===== src/rtl/nn_pkg.sv =====
// Shared types, default widths and the rescale/round/saturate helper
// for the neuron MAC datapath.
package nn_pkg;

    typedef enum logic [1:0] {
        IDLE  = 2'd0,
        ACCUM = 2'd1,
        DRAIN = 2'd2,
        DONE  = 2'd3
    } state_t;

    localparam int DEF_DATA_W    = 16;
    localparam int DEF_FRAC_BITS = 10;
    localparam int RES_W         = 32;

    typedef struct packed {
        logic signed [RES_W-1:0] value;
        logic                    sat;
    } sat_res_t;

    // Round half up at the binary point, then clip to a data_w-bit signed range.
    function automatic sat_res_t sat_round(input logic signed [63:0] acc,
                                           input int data_w,
                                           input int frac_bits);
        sat_res_t          res;
        logic signed [63:0] r;
        logic signed [63:0] max_v;
        logic signed [63:0] min_v;
        r     = (acc + (64'sd1 <<< (frac_bits - 1))) >>> frac_bits;
        max_v = (64'sd1 <<< (data_w - 1)) - 64'sd1;
        min_v = -(64'sd1 <<< (data_w - 1));
        if (r > max_v) begin
            res.value = max_v[RES_W-1:0];
            res.sat   = 1'b1;
        end else if (r < min_v) begin
            res.value = min_v[RES_W-1:0];
            res.sat   = 1'b1;
        end else begin
            res.value = r[RES_W-1:0];
            res.sat   = 1'b0;
        end
        return res;
    endfunction

endpackage


===== src/rtl/nn_neuron_mac_if.sv =====
// Handshake bundle between the layer sequencer (master) and one neuron MAC (slave).
interface nn_neuron_mac_if #(
    parameter int DATA_W = nn_pkg::DEF_DATA_W,
    parameter int BIAS_W = 32
);
    logic                     start;
    logic signed [BIAS_W-1:0] bias;
    logic                     in_valid;
    logic                     in_ready;
    logic signed [DATA_W-1:0] in_data;
    logic signed [DATA_W-1:0] in_w;
    logic                     in_last;
    logic                     out_valid;
    logic                     out_ready;
    logic signed [DATA_W-1:0] out_data;
    logic                     out_sat;
    logic                     out_len_err;
    logic                     busy;

    modport master (
        output start, bias, in_valid, in_data, in_w, in_last, out_ready,
        input  in_ready, out_valid, out_data, out_sat, out_len_err, busy
    );

    modport slave (
        input  start, bias, in_valid, in_data, in_w, in_last, out_ready,
        output in_ready, out_valid, out_data, out_sat, out_len_err, busy
    );
endinterface


===== src/rtl/nn_round_sat.sv =====
// Combinational rescale of an accumulator to the activation format with
// round-half-up and saturation; NN_NEURON_MAC_RELU_EN adds a ReLU clamp after saturation.
module nn_round_sat
    import nn_pkg::*;
#(
    parameter int DATA_W    = DEF_DATA_W,
    parameter int ACC_W     = 40,
    parameter int FRAC_BITS = DEF_FRAC_BITS
) (
    input  logic signed [ACC_W-1:0]  acc,
    output logic signed [DATA_W-1:0] data,
    output logic                     sat
);
    sat_res_t                res_s;
    logic [RES_W-DATA_W-1:0] unused_hi_s;

    // Rescale through the shared helper; the ReLU clamp leaves the sat flag untouched.
    always_comb begin
        res_s = sat_round(64'(acc), DATA_W, FRAC_BITS);
        sat   = res_s.sat;
`ifdef NN_NEURON_MAC_RELU_EN
        if (res_s.value[DATA_W-1]) begin
            data = '0;
        end else begin
            data = res_s.value[DATA_W-1:0];
        end
`else
        data  = res_s.value[DATA_W-1:0];
`endif
    end

    assign unused_hi_s = res_s.value[RES_W-1:DATA_W];

endmodule


===== src/rtl/nn_neuron_mac.sv =====
// Handshaked single-neuron MAC: acc = bias + sum(in_data*in_w), rescaled to DATA_W.
// Build option: NN_NEURON_MAC_RELU_EN applies ReLU in the output stage.
module nn_neuron_mac
    import nn_pkg::*;
#(
    parameter int DATA_W    = DEF_DATA_W,
    parameter int ACC_W     = 40,
    parameter int BIAS_W    = 32,
    parameter int FRAC_BITS = DEF_FRAC_BITS,
    parameter int MAX_LEN   = 256
) (
    input logic            clk,
    input logic            rst,
    nn_neuron_mac_if.slave bus
);
    localparam int PROD_W = 2 * DATA_W;
    localparam int CNT_W  = $clog2(MAX_LEN + 1);

    generate
        if ((ACC_W < PROD_W + $clog2(MAX_LEN)) || (ACC_W < BIAS_W) || (ACC_W >= 64) ||
            (DATA_W >= RES_W) || (FRAC_BITS < 1) || (MAX_LEN < 1)) begin : g_bad_cfg
            $error("nn_neuron_mac: ACC_W too small for DATA_W/MAX_LEN/BIAS_W, or parameter out of range");
        end
    endgenerate

    state_t                   state_r;
    logic signed [ACC_W-1:0]  acc_r;
    logic signed [PROD_W-1:0] prod_r;
    logic                     prod_vld_r;
    logic [CNT_W-1:0]         cnt_r;
    logic                     len_err_r;
    logic                     out_valid_r;
    logic signed [DATA_W-1:0] out_data_r;
    logic                     out_sat_r;
    logic                     out_len_err_r;

    logic                     beat_s;
    logic signed [ACC_W-1:0]  acc_next_s;
    logic signed [DATA_W-1:0] rs_data_s;
    logic                     rs_sat_s;

    assign beat_s = bus.in_valid & (state_r == ACCUM);

    // Second MAC stage: fold the registered product into the running sum.
    always_comb begin
        if (prod_vld_r) begin
            acc_next_s = acc_r + ACC_W'(prod_r);
        end else begin
            acc_next_s = acc_r;
        end
    end

    // The rounder sees the sum including the last product, so DONE needs no extra cycle.
    nn_round_sat #(
        .DATA_W    (DATA_W),
        .ACC_W     (ACC_W),
        .FRAC_BITS (FRAC_BITS)
    ) u_round_sat (
        .acc  (acc_next_s),
        .data (rs_data_s),
        .sat  (rs_sat_s)
    );

    // Neuron sequencing, two-stage MAC and registered result.
    always_ff @(posedge clk) begin
        if (rst) begin
            state_r       <= IDLE;
            acc_r         <= '0;
            prod_r        <= '0;
            prod_vld_r    <= 1'b0;
            cnt_r         <= '0;
            len_err_r     <= 1'b0;
            out_valid_r   <= 1'b0;
            out_data_r    <= '0;
            out_sat_r     <= 1'b0;
            out_len_err_r <= 1'b0;
        end else begin
            case (state_r)
                IDLE: begin
                    if (bus.start) begin
                        acc_r      <= ACC_W'(bus.bias);
                        prod_vld_r <= 1'b0;
                        cnt_r      <= '0;
                        len_err_r  <= 1'b0;
                        state_r    <= ACCUM;
                    end
                end
                ACCUM: begin
                    acc_r <= acc_next_s;
                    if (beat_s) begin
                        prod_r     <= PROD_W'(bus.in_data) * PROD_W'(bus.in_w);
                        prod_vld_r <= 1'b1;
                        cnt_r      <= cnt_r + CNT_W'(1);
                        if (bus.in_last) begin
                            state_r <= DRAIN;
                        end else if (cnt_r == CNT_W'(MAX_LEN - 1)) begin
                            len_err_r <= 1'b1;
                            state_r   <= DRAIN;
                        end
                    end else begin
                        prod_vld_r <= 1'b0;
                    end
                end
                DRAIN: begin
                    acc_r         <= acc_next_s;
                    prod_vld_r    <= 1'b0;
                    out_data_r    <= rs_data_s;
                    out_sat_r     <= rs_sat_s;
                    out_len_err_r <= len_err_r;
                    out_valid_r   <= 1'b1;
                    state_r       <= DONE;
                end
                DONE: begin
                    if (bus.out_ready) begin
                        out_valid_r <= 1'b0;
                        state_r     <= IDLE;
                    end
                end
                default: begin
                    state_r <= IDLE;
                end
            endcase
        end
    end

    assign bus.in_ready    = (state_r == ACCUM);
    assign bus.busy        = (state_r != IDLE);
    assign bus.out_valid   = out_valid_r;
    assign bus.out_data    = out_data_r;
    assign bus.out_sat     = out_sat_r;
    assign bus.out_len_err = out_len_err_r;

endmodule


===== src/flat_wrapper.sv =====
// flat-port wrapper written by rule: the top's interface ports become plain ports
module nn_neuron_mac_flat import nn_pkg::*;
#(
    parameter int DATA_W    = DEF_DATA_W,
    parameter int ACC_W     = 40,
    parameter int BIAS_W    = 32,
    parameter int FRAC_BITS = DEF_FRAC_BITS,
    parameter int MAX_LEN   = 256
)
  (clk, rst, bus_start, bus_bias, bus_in_valid, bus_in_data, bus_in_w, bus_in_last, bus_out_ready, bus_in_ready, bus_out_valid, bus_out_data, bus_out_sat, bus_out_len_err, bus_busy);
  nn_neuron_mac_if #(.DATA_W(DATA_W), .BIAS_W(BIAS_W)) bus_i ();
  input logic clk;
  input logic rst;
  input wire logic [$bits(bus_i.start)-1:0] bus_start;
  input wire logic [$bits(bus_i.bias)-1:0] bus_bias;
  input wire logic [$bits(bus_i.in_valid)-1:0] bus_in_valid;
  input wire logic [$bits(bus_i.in_data)-1:0] bus_in_data;
  input wire logic [$bits(bus_i.in_w)-1:0] bus_in_w;
  input wire logic [$bits(bus_i.in_last)-1:0] bus_in_last;
  input wire logic [$bits(bus_i.out_ready)-1:0] bus_out_ready;
  output wire logic [$bits(bus_i.in_ready)-1:0] bus_in_ready;
  output wire logic [$bits(bus_i.out_valid)-1:0] bus_out_valid;
  output wire logic [$bits(bus_i.out_data)-1:0] bus_out_data;
  output wire logic [$bits(bus_i.out_sat)-1:0] bus_out_sat;
  output wire logic [$bits(bus_i.out_len_err)-1:0] bus_out_len_err;
  output wire logic [$bits(bus_i.busy)-1:0] bus_busy;
  assign bus_i.start = bus_start;
  assign bus_i.bias = bus_bias;
  assign bus_i.in_valid = bus_in_valid;
  assign bus_i.in_data = bus_in_data;
  assign bus_i.in_w = bus_in_w;
  assign bus_i.in_last = bus_in_last;
  assign bus_i.out_ready = bus_out_ready;
  assign bus_in_ready = bus_i.in_ready;
  assign bus_out_valid = bus_i.out_valid;
  assign bus_out_data = bus_i.out_data;
  assign bus_out_sat = bus_i.out_sat;
  assign bus_out_len_err = bus_i.out_len_err;
  assign bus_busy = bus_i.busy;
  nn_neuron_mac #(.DATA_W(DATA_W), .ACC_W(ACC_W), .BIAS_W(BIAS_W), .FRAC_BITS(FRAC_BITS), .MAX_LEN(MAX_LEN)) u_core (.clk(clk), .rst(rst), .bus(bus_i));
endmodule

===== config.mk =====
export PLATFORM = sky130hd
export DESIGN_NAME = nn_neuron_mac_flat
export DESIGN_NICKNAME = d
export VERILOG_FILES = /design/src/rtl/nn_pkg.sv /design/src/rtl/nn_neuron_mac_if.sv /design/src/rtl/nn_round_sat.sv /design/src/rtl/nn_neuron_mac.sv /design/src/flat_wrapper.sv
export SDC_FILE = /design/constraint.sdc
export NUM_CORES = 1
export LEC_CHECK = 0
export BUFFER_PORTS_ARGS = -buffer_cell sky130_fd_sc_hd__buf_2
export CAP_MARGIN = 20
export CORE_ASPECT_RATIO = 1.75
export CORE_UTILIZATION = 58
export DETAILED_ROUTE_END_ITERATION = 16
export GPL_TIMING_DRIVEN = 0
export PLACE_DENSITY_LB_ADDON = 0.05
export SETUP_SLACK_MARGIN = 0.5
export SLEW_MARGIN = 5
export SYNTH_ARGS = -nofsm -noshare
export SYNTH_HDL_FRONTEND = slang
export SYNTH_HIERARCHICAL = 1
export SYNTH_SLANG_ARGS = --single-unit
export TNS_END_PERCENT = 50

===== constraint.sdc =====
create_clock -name clk -period 7.5 [get_ports clk]
set_clock_uncertainty 0.2 [all_clocks]
set_input_delay 0.75 -clock clk [delete_from_list [all_inputs] [get_ports clk]]
set_output_delay 0.75 -clock clk [all_outputs]
set_load 0.01 [all_outputs]

==> qor.yml, run 1 <==
run_status: "completed"
grt_pass1_vias: 15530
max_freq_mhz: 146.7
cp-end-kind: "register"
portBuffers: 89
netlist.area_leader.share: 0.2966
rsz0062_at_grt: "true"
root_buffer: "clkbuf_16"
cts_buffers: 9
synth_ff_type: "dfxtp_1"
wl_mm: 51.19
core_sq_mm: 0.03006
ios: 91
antenna_found_initial: 0
maxSlewHeadroom: 0.2244
start_util: 0.5906
hold_violations: 0
synth_most_common_cell: "inv_1"
cts.sinks: 104
gr-total-overflow: 0
path_max_fanout: 10
drc_errors: 0
cts_tree: "yes"
required_ns: 7.57
drv_slew: 0
arrival_ns: 6.89
die_height_microns: 233.4
nets: 2645
htree_levels: 3
min_period_over_period: 0.9086
chipWidth_microns: 134.3
grt_usage: 0.3445
netlist_instances: 2082
avgSynthCellArea_sq_um: 8.526
drive_above_1_share: 0.1184
vias_per_cell: 5.776
startpoint_type: "input port"
ys_seq_area_frac: 0.1173
dp_hpwl_mm: 43.24
synth_top_cells_by_count: "inv_1 (348), fa_1 (263), nand2_1 (246), ha_1 (129), nor2_1 (125)"
syn-num-nets: 2544
vias: 14880
gp_congestion: 0.9716
path_class: "in2reg"
drt-initial-drc-count: 700
synth_area_sq_mm: 0.01775
ys_ff_latch: 104
rows: 84
hp-class: "reg2reg"
synth_async_sr_flop_share: 0
worst_pin_slew_ns: 1.134
cts_hold_buf: 0
yosysTopAreaCell: "fa_1"
setup_violations: 0
clk_pin_slew_ns: 0.08
postRouteAntennaNets: 0
syn_to_final_growth_pct: 7.696
ys_types: 94
synthTopCellsByArea: "fa_1 (30%), dfxtp_1 (12%), ha_1 (9.1%)"
hold_ws_ns: 0.2581
dieArea_sq_mm: 0.03134
yosysWarnings: 6
routedWlPerCell_microns: 19.87
max_cap_viol_count: 0
grt_max_degree: 23
synth_edf_count: 0
firstDrtPassIters: 5
grt_pass1_wl_mm: 81.59
cts_buffer_depth: 2
fin_tns_setup_ns: 0
final.min_clock_period_ns: 6.814
clk_latency_ns: 0.38
metrics by stage:
step           setup slack, ns  cell area [sq um]  utilization  cells
2_1_floorplan           0.5720              17750            -   2082
3_3_place_gp           -0.4184              18680       0.6216   2558
3_5_place_dp           -0.4618              18680       0.6216   2558
4_1_cts                 0.5096              19050       0.6337   2575
5_1_grt                 0.4345              19120       0.6359   2575
6_report                0.6856              19120       0.6360   2576
what timing repair did:
action | CTS | global route
pin swaps | 1 | 3
setup endpoints to repair | 6 | 8
buffers inserted | 1 | 0
gates resized for setup | 27 | 66
critical path: stages:
cell,delay [ns]
buf_2,0.21
buf_4,0.26
nand2_1,0.14
fa_1,0.58
inv_1,0.08
fa_2,0.47
buf_4,0.20
fa_1,0.56
fa_1,0.44
fa_1,0.55
inv_1,0.06
fa_1,0.54
inv_1,0.05
ha_1,0.34
nand4_1,0.17
inv_1,0.06
a221o_1,0.34
a21oi_1,0.15
a21boi_1,0.11
a31o_2,0.27
o31a_1,0.25
xnor2_1,0.13
a22o_1,0.17
cell families after synthesis:
family                   after synthesis  share of synthesized area
buffers and inverters                436                    0.09367
adder cells (fa/ha/maj)              392                     0.3875
AO/OA/AOI/OAI                        360                     0.1451
flip-flops                           104                     0.1173
XOR/XNOR                              89                    0.04391
multiplexers                          51                    0.03080
AND/OR/NAND/NOR                      650                     0.1818
per-layer routing:
layer  vias up  GRT usage  routed length (microns)
met1      7232     0.3459                    17950
met2       502     0.6566                    27250
li1       6960          -                        -
met4         0     0.2395                     3905
met5         -          0                        0
met3       184    0.03494                     2090
layout by cell type, fill, tap and decap left out, drive strengths merged, types with 5 or more instances in the layout:
cell type and n:
nor3 22, o21a 8, xnor2 52, mux2 26, or2 10, o211ai 16, nand2b 14, clkinv 5
nor4b 9, nor2b 5, nand4 21, o31a 5, a31oi 17, nand3 37, o21ai 76, a21bo 7
and4 6, and2 123, and3 13, buf 122, inv 352, mux2i 25, o221a 5, o21bai 9
clkbuf 63, a21o 31, a21boi 7, nor4 8, o22ai 5, a21oi 103, dfxtp 104, fa 263
nand2 246, xor2 37, nor2 128, a211oi 19, ha 129
path summary, 6_finish.rpt:
path	endpoint	from	depth (start not counted)	slack, ns
worst max-delay path	u_core/prod_r[31]	bus_in_w[5]	23	0.69
worst min-delay path	u_core/prod_r[26]	u_core/prod_r[26]	2	0.26
worst max register to register	u_core/bus.out_data[6]	u_core/acc_r[0]	22	1.60
worst min register to register	u_core/prod_r[26]	u_core/prod_r[26]	2	0.26
state kept, by name, summed over array words and instances, names as in the netlist:
| register | count |
|---|---|
| u_core/acc_r | 40 |
| u_core/prod_r | 32 |
| u_core/bus.out_data | 16 |
| u_core/cnt_r | 9 |
| u_core/state_r | 2 |
| u_core/bus.out_len_err | 1 |
| u_core/bus.out_sat | 1 |
| u_core/bus.out_valid | 1 |
| u_core/len_err_r | 1 |
| u_core/prod_vld_r | 1 |
final cells by class:
cell class	count	area (sq um)
Multi-Input combinational cell	1542	14020
Fill cell	2762	10940
Sequential cell	104	2082
Inverter	350	1316
Tap cell	387	484.2
Timing Repair Buffer	90	452.9
Buffer	86	441.7
Clock buffer	9	225.2
Clock inverter	7	91.34
Antenna cell	1	2.502
Power of run 1 is left out: the tool's default activity adds up to more than one toggle a clock period on the data nets, which glitch-free logic cannot reach.
==> run 2: changes to the inputs <==
--- a/config.mk
+++ b/config.mk
@@ -8,7 +8,7 @@
 export BUFFER_PORTS_ARGS = -buffer_cell sky130_fd_sc_hd__buf_2
 export CAP_MARGIN = 20
 export CORE_ASPECT_RATIO = 1.75
-export CORE_UTILIZATION = 58
+export CORE_UTILIZATION = 55
 export DETAILED_ROUTE_END_ITERATION = 16
 export GPL_TIMING_DRIVEN = 0
 export PLACE_DENSITY_LB_ADDON = 0.05
==> qor.yml, run 2 (synthesis gave the netlist of run 1 again) <==
run_status: "completed"
dp_hpwl_mm: 44.01
ff2ff_path_depth: 22
dieArea_sq_mm: 0.03303
min_period_over_period: 0.9238
diodes: 0
die_height_microns: 239.7
r2r-start: "u_core/prod_r[0]"
cp-end-kind: "register"
rows: 86
fin_tns_setup_ns: 0
hp-class: "reg2reg"
cts_tree: "yes"
hold_ws_ns: 0.2570
drt-initial-drc-count: 709
max_cap_viol_count: 0
cts_hold_buf: 0
chipWidth_microns: 137.8
grt_pass1_wl_mm: 82.56
cts_buffers: 9
core_sq_mm: 0.03164
firstDrtPassIters: 6
required_ns: 7.57
vias_per_cell: 5.766
vias: 14900
final.min_clock_period_ns: 6.929
final_cells: 2585
hold_violations: 0
r2r_end: "u_core/bus.out_data[13]"
arrival_ns: 7.00
syn_to_final_growth_pct: 7.521
rsz0062_at_grt: "true"
min_path_cells: 2
grt_max_degree: 22
ff2ff_setup_slack_ns: 1.44
nets: 2646
largest-register: "u_core/acc_r"
startpoint_type: "input port"
largest_register_ff_count: 40
start_util: 0.5611
maxSlewHeadroom: 0.2261
postPlaceCellArea_sq_mm: 0.01870
dpl.cell_count: 2567
hp-start: "u_core/prod_r[9]"
setup_violations: 0
grt_usage: 0.3365
hold-path-endpoint: "u_core/prod_r[9]"
drive_above_1_share: 0.1179
path_class: "in2reg"
most-common-layout-cells: "inv_1 (347), fa_1 (260), nand2_1 (244)"
routedWlPerCell_microns: 20.29
clk_pin_slew_ns: 0.08
finish.instance_area_sq_mm: 0.01909
root_buffer: "clkbuf_16"
gp_congestion: 0.9737
grt_pass1_vias: 15740
portBuffers: 89
ios: 91
drv_slew: 0
clk_latency_ns: 0.38
htree_levels: 3
final_common_cell: "inv_1"
cts_buffer_depth: 2
wl_mm: 52.45
postRouteAntennaNets: 0
gr-total-overflow: 0
worst_pin_slew_ns: 1.158
path_max_fanout: 10
max_freq_mhz: 144.3
antenna_found_initial: 1
drc_errors: 0
cts.sinks: 104
## run 2: changes by cell type in the layout (fill, tap and decap cells not counted), sizes merged
cell,previous run,this run
buf,122,115
clkbuf,63,71
clkinv,5,6
inv,352,351
diode,1,0
## run 2: how the worst max path moves through the flow
stage | to | from | cells past startpoint | slack, ns
floorplan | u_core/prod_r[31] | bus_in_data[15] | 21 | 0.57
global placement | u_core/prod_r[31] | bus_in_w[6] | 22 | -0.35
detailed placement | u_core/prod_r[31] | bus_in_data[15] | 22 | -0.40
CTS | u_core/prod_r[31] | bus_in_w[2] | 25 | 0.49
global route | u_core/prod_r[31] | bus_in_w[15] | 23 | 0.36
finish | u_core/prod_r[30] | bus_in_w[11] | 23 | 0.57
## run 2: critical path: stages
cell and delay (ns):
buf_2 0.18, buf_1 0.44, nand2_1 0.16, fa_1 0.54, inv_1 0.05, fa_1 0.46, fa_1 0.53, fa_1 0.53
fa_1 0.55, inv_1 0.05, fa_1 0.52, inv_1 0.04, ha_1 0.27, buf_2 0.17, a2111oi_2 0.29, o21ai_1 0.15
a31oi_1 0.18, nor2b_1 0.06, a311o_2 0.40, a31oi_4 0.22, o21ai_2 0.09, xor2_1 0.14, a22o_1 0.22
## run 2: area by class of cell
class                   count  area, sq um
flip-flops and latches    104         2082
clock buffers               9        225.2
repair buffers             91        460.4
fillers                  2952        12550
plain buffers              86        395.4
clock inverters             7        81.33
well taps                 396        495.5
inverters                 350         1314
multi-input cells        1542        14030
## run 2: repair_timing
action | CTS | global route
buffers inserted | 1 | 1
pin swaps | 1 | 1
resized for setup | 25 | 29
endpoints found under the setup margin | 6 | 8
cloned | 0 | 0
## run 2: through the flow
step           utilization  worst slack [ns]
3_5_place_dp        0.5910           -0.3988
2_1_floorplan            -            0.5720
4_1_cts             0.6019            0.4929
3_3_place_gp        0.5910           -0.3537
5_1_grt             0.6033            0.3564
6_report            0.6033            0.5715
## run 2: per-layer routing
metal	GRT usage	routed length (microns)
met1	0.3437	18540
met4	0.2266	3715
met5	0	16
met2	0.6281	27810
met3	0.03556	2362
Power of run 2 is left out for the same reason.
